===== config.mk =====
export PLATFORM = sky130hd
export DESIGN_NAME = hazard_sched_flat
export DESIGN_NICKNAME = d
export VERILOG_FILES = /design/src/rtl/hazard_sched_if.sv /design/src/rtl/hazard_sched.sv /design/src/flat_wrapper.sv
export SDC_FILE = /design/constraint.sdc
export NUM_CORES = 1
export LEC_CHECK = 0
export CAP_MARGIN = 10
export CORE_UTILIZATION = 50
export DETAILED_ROUTE_END_ITERATION = 12
export HOLD_SLACK_MARGIN = 0.03
export PLACE_DENSITY = 0.79
export SKIP_LAST_GASP = 1
export SLEW_MARGIN = 30
export SYNTH_ARGS = -nofsm -noshare
export SYNTH_HDL_FRONTEND = slang
export SYNTH_SLANG_ARGS = --single-unit

===== constraint.sdc =====
create_clock -name clock -period 3.8 [get_ports clock]
set_clock_uncertainty 0.1 [all_clocks]
set_input_delay 1.14 -clock clock [delete_from_list [all_inputs] [get_ports clock]]
set_output_delay 1.14 -clock clock [all_outputs]
set_load 0.02 [all_outputs]

===== src/rtl/hazard_sched_if.sv =====
// hazard_sched_if: decode-side flags, redirect, data-memory handshake and the
// hazard/forwarding controls that come back from the scheduler.
//   slave  : the scheduler side (decoder flags and memory handshake in, controls out)
//   master : the core/bench side (drives decoder flags and memory handshake)
// Parameter RA_W sets the register address width and must match the scheduler's RA_W.
interface hazard_sched_if #(parameter int RA_W = 5);
  logic            id_valid;
  logic [RA_W-1:0] id_rs1, id_rs2, id_rd;
  logic            id_use_rs1, id_use_rs2;
  logic            id_regwrite, id_memread, id_memwrite;
  logic            ex_redirect;
  logic            mem_req_ready, mem_resp_valid;
  logic            if_stall, id_flush, ex_bubble, mem_stall;
  logic [1:0]      ex_fwd_a, ex_fwd_b;
  logic            mem_req_valid, mem_err;

  modport slave (
    input  id_valid, id_rs1, id_rs2, id_rd, id_use_rs1, id_use_rs2,
           id_regwrite, id_memread, id_memwrite, ex_redirect,
           mem_req_ready, mem_resp_valid,
    output if_stall, id_flush, ex_bubble, mem_stall, ex_fwd_a, ex_fwd_b,
           mem_req_valid, mem_err
  );

  modport master (
    output id_valid, id_rs1, id_rs2, id_rd, id_use_rs1, id_use_rs2,
           id_regwrite, id_memread, id_memwrite, ex_redirect,
           mem_req_ready, mem_resp_valid,
    input  if_stall, id_flush, ex_bubble, mem_stall, ex_fwd_a, ex_fwd_b,
           mem_req_valid, mem_err
  );
endinterface


===== src/rtl/hazard_sched.sv =====
// hazard_sched: pipeline sequencer for a 5-stage RV32I core.
// Tracks the instructions in EX and MEM, produces load-use stalls, redirect
// flushes, ID/EX bubbles and EX operand forwarding selects, and runs the
// multi-cycle data-memory handshake with a watchdog abort.
// Ports:
//   clock  - core clock, all state on rising edge
//   reset  - synchronous, active-low
//   bus    - hazard_sched_if.slave (decoder flags, redirect, memory handshake in;
//            if_stall/id_flush/ex_bubble/mem_stall/ex_fwd_a/b/mem_req_valid/mem_err out)
// Optional build: define HAZARD_SCHED_PERF_EN to add perf_stall_cnt and
// perf_flush_cnt (PERF_W bits, wrapping, cleared on reset).
module hazard_sched #(
  parameter int RA_W        = 5,
  parameter int MEM_TIMEOUT = 255,
  parameter int PERF_W      = 32
) (
  input logic clock,
  input logic reset,
  hazard_sched_if.slave bus
`ifdef HAZARD_SCHED_PERF_EN
  ,
  output logic [PERF_W-1:0] perf_stall_cnt,
  output logic [PERF_W-1:0] perf_flush_cnt
`endif
);

  localparam int WD_W = $clog2(MEM_TIMEOUT + 1);

  typedef enum logic [1:0] {IDLE, REQ, WAIT} mstate_e;

  typedef struct packed {
    logic            v;
    logic [RA_W-1:0] rd;
    logic            wr;
    logic            ld;
    logic            st;
  } stg_t;

  // WB needs no tracking: forwarding is resolved in ID, where a producer still
  // sitting in MEM becomes the WB-stage source once the consumer reaches EX.
  stg_t            ex_q, ex_d, mem_q, mem_d;
  mstate_e         state_q, state_d;
  logic [WD_W-1:0] wdog_q, wdog_d;
  logic [1:0]      fwd_a_q, fwd_a_d, fwd_b_q, fwd_b_d;

  logic mem_op, abort, mem_stall, lu_hit, redir, lu_stall;

  function automatic logic [1:0] fwd_sel(input logic use_rs, input logic [RA_W-1:0] rs,
                                         input stg_t ex, input stg_t mem, input logic drop);
    if (!use_rs)                                      return 2'b00;
    if (ex.v && ex.wr && ex.rd != '0 && ex.rd == rs)  return 2'b01;
    // an aborted op retires without writing, so it is no forwarding source
    if (mem.v && mem.wr && !drop && mem.rd != '0 && mem.rd == rs) return 2'b10;
    return 2'b00;
  endfunction

  always_comb begin
    mem_op    = mem_q.v && (mem_q.ld || mem_q.st);
    // abort lands on the MEM_TIMEOUT-th cycle spent in REQ|WAIT
    abort     = (state_q != IDLE) && (wdog_q == WD_W'(MEM_TIMEOUT - 1));
    mem_stall = mem_op && !(state_q == WAIT && bus.mem_resp_valid) && !abort;
    lu_hit    = bus.id_valid && ex_q.v && ex_q.ld && ex_q.rd != '0 &&
                ((bus.id_use_rs1 && bus.id_rs1 == ex_q.rd) ||
                 (bus.id_use_rs2 && bus.id_rs2 == ex_q.rd));
    redir     = !mem_stall && bus.ex_redirect;
    lu_stall  = !mem_stall && !bus.ex_redirect && lu_hit;
  end

  assign bus.mem_stall     = mem_stall;
  assign bus.id_flush      = redir;
  assign bus.ex_bubble     = redir || lu_stall;
  assign bus.if_stall      = lu_stall;
  assign bus.ex_fwd_a      = fwd_a_q;
  assign bus.ex_fwd_b      = fwd_b_q;
  assign bus.mem_req_valid = (state_q == REQ);
  assign bus.mem_err       = abort;

  // stage tracking and forwarding selects
  always_comb begin
    ex_d    = ex_q;
    mem_d   = mem_q;
    fwd_a_d = fwd_a_q;
    fwd_b_d = fwd_b_q;
    if (!mem_stall) begin
      mem_d   = ex_q;
      ex_d    = '0;
      fwd_a_d = 2'b00;
      fwd_b_d = 2'b00;
      if (bus.id_valid && !(redir || lu_stall)) begin
        ex_d    = '{v: 1'b1, rd: bus.id_rd, wr: bus.id_regwrite,
                    ld: bus.id_memread, st: bus.id_memwrite};
        fwd_a_d = fwd_sel(bus.id_use_rs1, bus.id_rs1, ex_q, mem_q, abort);
        fwd_b_d = fwd_sel(bus.id_use_rs2, bus.id_rs2, ex_q, mem_q, abort);
      end
    end
  end

  // memory FSM and watchdog
  always_comb begin
    state_d = state_q;
    wdog_d  = '0;
    if (!mem_stall) begin
      // an op entering MEM starts its request at once (WAIT -> REQ back to back);
      // after an abort the FSM rests in IDLE and picks up a waiting op next cycle
      state_d = (!abort && ex_q.v && (ex_q.ld || ex_q.st)) ? REQ : IDLE;
    end else begin
      case (state_q)
        IDLE:    state_d = REQ;
        REQ:     if (bus.mem_req_ready) state_d = WAIT;
        WAIT:    state_d = WAIT;
        default: state_d = IDLE;
      endcase
      if (state_q != IDLE) wdog_d = wdog_q + 1'b1;
    end
  end

  always_ff @(posedge clock) begin
    if (!reset) begin
      ex_q    <= '0;
      mem_q   <= '0;
      state_q <= IDLE;
      wdog_q  <= '0;
      fwd_a_q <= 2'b00;
      fwd_b_q <= 2'b00;
    end else begin
      ex_q    <= ex_d;
      mem_q   <= mem_d;
      state_q <= state_d;
      wdog_q  <= wdog_d;
      fwd_a_q <= fwd_a_d;
      fwd_b_q <= fwd_b_d;
    end
  end

`ifdef HAZARD_SCHED_PERF_EN
  logic [PERF_W-1:0] perf_stall_q, perf_stall_d, perf_flush_q, perf_flush_d;

  always_comb begin
    perf_stall_d = perf_stall_q + PERF_W'(lu_stall || mem_stall);
    perf_flush_d = perf_flush_q + PERF_W'(redir);
  end

  always_ff @(posedge clock) begin
    if (!reset) begin
      perf_stall_q <= '0;
      perf_flush_q <= '0;
    end else begin
      perf_stall_q <= perf_stall_d;
      perf_flush_q <= perf_flush_d;
    end
  end

  assign perf_stall_cnt = perf_stall_q;
  assign perf_flush_cnt = perf_flush_q;
`endif

endmodule


===== src/flat_wrapper.sv =====
// flat-port wrapper written by rule: the top's interface ports become plain ports
module hazard_sched_flat 
#(
  parameter int RA_W        = 5,
  parameter int MEM_TIMEOUT = 255,
  parameter int PERF_W      = 32
)
  (clock, reset, bus_id_valid, bus_id_rs1, bus_id_rs2, bus_id_rd, bus_id_use_rs1, bus_id_use_rs2, bus_id_regwrite, bus_id_memread, bus_id_memwrite, bus_ex_redirect, bus_mem_req_ready, bus_mem_resp_valid, bus_if_stall, bus_id_flush, bus_ex_bubble, bus_mem_stall, bus_ex_fwd_a, bus_ex_fwd_b, bus_mem_req_valid, bus_mem_err);
  hazard_sched_if #(.RA_W(RA_W)) bus_i ();
  input logic clock;
  input logic reset;
  input wire logic [$bits(bus_i.id_valid)-1:0] bus_id_valid;
  input wire logic [$bits(bus_i.id_rs1)-1:0] bus_id_rs1;
  input wire logic [$bits(bus_i.id_rs2)-1:0] bus_id_rs2;
  input wire logic [$bits(bus_i.id_rd)-1:0] bus_id_rd;
  input wire logic [$bits(bus_i.id_use_rs1)-1:0] bus_id_use_rs1;
  input wire logic [$bits(bus_i.id_use_rs2)-1:0] bus_id_use_rs2;
  input wire logic [$bits(bus_i.id_regwrite)-1:0] bus_id_regwrite;
  input wire logic [$bits(bus_i.id_memread)-1:0] bus_id_memread;
  input wire logic [$bits(bus_i.id_memwrite)-1:0] bus_id_memwrite;
  input wire logic [$bits(bus_i.ex_redirect)-1:0] bus_ex_redirect;
  input wire logic [$bits(bus_i.mem_req_ready)-1:0] bus_mem_req_ready;
  input wire logic [$bits(bus_i.mem_resp_valid)-1:0] bus_mem_resp_valid;
  output wire logic [$bits(bus_i.if_stall)-1:0] bus_if_stall;
  output wire logic [$bits(bus_i.id_flush)-1:0] bus_id_flush;
  output wire logic [$bits(bus_i.ex_bubble)-1:0] bus_ex_bubble;
  output wire logic [$bits(bus_i.mem_stall)-1:0] bus_mem_stall;
  output wire logic [$bits(bus_i.ex_fwd_a)-1:0] bus_ex_fwd_a;
  output wire logic [$bits(bus_i.ex_fwd_b)-1:0] bus_ex_fwd_b;
  output wire logic [$bits(bus_i.mem_req_valid)-1:0] bus_mem_req_valid;
  output wire logic [$bits(bus_i.mem_err)-1:0] bus_mem_err;
  assign bus_i.id_valid = bus_id_valid;
  assign bus_i.id_rs1 = bus_id_rs1;
  assign bus_i.id_rs2 = bus_id_rs2;
  assign bus_i.id_rd = bus_id_rd;
  assign bus_i.id_use_rs1 = bus_id_use_rs1;
  assign bus_i.id_use_rs2 = bus_id_use_rs2;
  assign bus_i.id_regwrite = bus_id_regwrite;
  assign bus_i.id_memread = bus_id_memread;
  assign bus_i.id_memwrite = bus_id_memwrite;
  assign bus_i.ex_redirect = bus_ex_redirect;
  assign bus_i.mem_req_ready = bus_mem_req_ready;
  assign bus_i.mem_resp_valid = bus_mem_resp_valid;
  assign bus_if_stall = bus_i.if_stall;
  assign bus_id_flush = bus_i.id_flush;
  assign bus_ex_bubble = bus_i.ex_bubble;
  assign bus_mem_stall = bus_i.mem_stall;
  assign bus_ex_fwd_a = bus_i.ex_fwd_a;
  assign bus_ex_fwd_b = bus_i.ex_fwd_b;
  assign bus_mem_req_valid = bus_i.mem_req_valid;
  assign bus_mem_err = bus_i.mem_err;
  hazard_sched #(.RA_W(RA_W), .MEM_TIMEOUT(MEM_TIMEOUT), .PERF_W(PERF_W)) u_core (.clock(clock), .reset(reset), .bus(bus_i));
endmodule

==> metrics <==
Critical Path Sink Type primary output; Logic pwr share 0.139; Post-Route WL 4290 um; number of CTS-inserted buffers 5; layout cells sized above 1 0.190; ANT cells 0; antenna violations before repair 0; WP data arrival 2.51 ns; Synth Net Count 201; met2 routed wirelength 2020 um; maxcap violations 0; Reg-to-Reg Start u_core.state_q[0]; metal1 wirelength 1840 um; final setup violation count 0; Synth Instances 169; outcome finished, final reports clean; Reg2Reg Depth 9; Pwr Density 271 nW/um^2; # nets final 258; post-synthesis cell area 1620 um^2; num ports 36; residual overflow from global routing 0; register area share after synthesis 0.395; GRT Util Overall 0.267; worst setup path category in -> out; Hold Fails Final Rpt 0; Syn Area/Cell 9.59 um^2; H-tree depth 2; Pleak 0.986 nW; CTS tree built; terminus of the critical flop-to-flop path u_core.bus.ex_fwd_b[0]; post-route cell area 2240 um^2; die span in y 58.9 um; Yosys top cell area share 0.395; clock buffer depth 2; DRC Markers 0; total power 0.608 mW; highest metal used met4; Area contributors post-synth dfxtp_1 40%, xor2_1 8.1%, xnor2_1 5.9%; Critical Path RT 2.56 ns; crit share post-route 0.986; Sequential Power Share 0.569; CP Launch Type primary input; remaining antenna violation count 0; Worst Hold Class reg -> reg; EDFF count, synth 0; Tightest Pin Transition 0.339 ns; crit path capture bus_ex_bubble; YS warnings 0; Reg clk slew, reported paths 0.09 ns; Worst-Skew Late Latency 0.33 ns; Final min period 3.75 ns; Area Overhead vs Synth 38.3%; switching power 0.148 mW; vias in the first global route 1,474; max-slew violation count 0; I/O Buffers 35; router iterations before antenna repair 4; fraction of registers with async set/reset 0; Sw Ratio 0.244; headroom to the max-slew limit 0.774; CTS Sinks 32; Via density 5.50; placed instance area 2120 um^2; DIE AREA 3470 um^2; Avg WL per Cell 15.9 um; CP Max Fanout 3; Max Fclk 267 MHz; Starting Density 0.531; ys flop type dfxtp_1; DRT iter0 DRCs 46; clock network power share 0.292; Finished Core Util 0.734; Die Wd 58.9 um; distinct cell type count after synthesis 38; met3 wire length 271 um; Yosys reg bits 32; HP Start u_core.wdog_q[0]; root buf cell clkbuf_4; GP Congestion 0.893; flop-to-flop setup slack 1.62 ns; Via Count 1,485; pin count of the biggest net entering global routing 14; Site Rows 20; CTS Hold Buffers Added 0; first-pass GRT wire length 6620 um; crit path launch bus_id_rs1[2]; cell-internal power 0.460 mW; Worst VDD drop 0.213 mV; cell taking the most area after synthesis dfxtp_1; core area 3050 um^2; DPL Wire Length 3000 um
-- critical path: stages --
cell             delay [ns]
clkdlybuf4s50_1        0.53
xnor2_2                0.15
nand4_1                0.16
a21oi_2                0.18
a21oi_1                0.08
nor2_1                 0.10
buf_4                  0.15
-- through the flow --
step | hold slack [ns] | instances | setup TNS (ns) | worst slack, ns
2_1_floorplan | 0.330 | 169 | 0 | 0.424
3_3_place_gp | 0.336 | 258 | -1.34 | -0.516
3_5_place_dp | 0.352 | 258 | -1.40 | -0.553
4_1_cts | 0.374 | 268 | -0.0363 | -0.0363
5_1_grt | 0.389 | 270 | -0.00469 | -0.00469
6_report | 0.372 | 270 | 0 | 0.0513
-- synth_stat cells, drive strengths merged (4+ instances only) --
cell    instances
a22o            9
nand4           5
ha              6
xnor2          11
xor2           15
o21ai           7
a21boi          6
mux2i           4
dfxtp          32
nor2           19
nand3           7
clkbuf          5
nand2           9
nor3            6
-- kinds of logic after synthesis --
| logic type | synth area share |
|---|---|
| and+or+nand+nor | 0.216 |
| AOI/OAI and AO/OA | 0.151 |
| DFF | 0.395 |
| xor gates and xnor gates | 0.141 |
| buffers and inverters | 0.0255 |
| adders and majority gates | 0.0463 |
| muxes | 0.0247 |
-- worst min path at each step --
stage               cells past startpoint          endpoint
floorplan                               1  u_core.wdog_q[0]
global placement                        1  u_core.wdog_q[0]
detailed placement                      1  u_core.wdog_q[0]
CTS                                     2   u_core.mem_q[2]
global route                            2   u_core.mem_q[2]
finish                                  1  u_core.wdog_q[0]
-- registers in the layout, summed over array words and instances, names as in the netlist --
name,count
u_core.bus.ex_fwd_a,2
u_core.bus.ex_fwd_b,2
u_core.ex_q,9
u_core.mem_q,9
u_core.state_q,2
u_core.wdog_q,8
-- placed cells by master (no fill, tap or decap), drive strengths merged, types with 2 or more instances in the layout --
master	n
a21boi	6
a21oi	3
a22o	9
a32o	3
buf	23
clkbuf	6
clkdlybuf4s50	22
dfxtp	32
dlygate4sd2	5
dlymetal6s2s	6
ha	6
inv	3
mux2i	4
nand2	9
nand3	7
nand4	5
nor2	19
nor2b	3
nor3	6
nor3b	2
o211ai	3
o21ai	7
xnor2	11
xor2	15
-- layer usage --
layer / global-route usage / vias up
li1: - / 708
met1: 0.323 / 693
met2: 0.420 / 67
met3: 0.0747 / 17
met4: 0.160 / 0
met5: 0 / -
-- power groups by stage --
stage	Clock, mW	Sequential (mW)	Combinational, mW
floorplan	0	0.351	0.0297
global placement	0	0.353	0.0744
detailed placement	0	0.353	0.0769
CTS	0.183	0.345	0.0783
global route	0.197	0.347	0.0901
finish	0.177	0.346	0.0847
-- area by class of cell --
class	count	area, um^2
clock buffer	6	41.3
fill	238	812
clock inverter	1	5.00
sequential	32	641
tap	44	55.1
timing repair buffer	56	512
multi-input combinational	128	976
inverter	3	11.3
-- timing repair --
action / in CTS / in global routing
hold endpoints to repair: 0 / 0
gates resized for setup: 15 / 11
setup buffers: 3 / 2
setup endpoints to repair: 4 / 2
pin swaps: 5 / 6
Power figures use the tool's default switching activity.
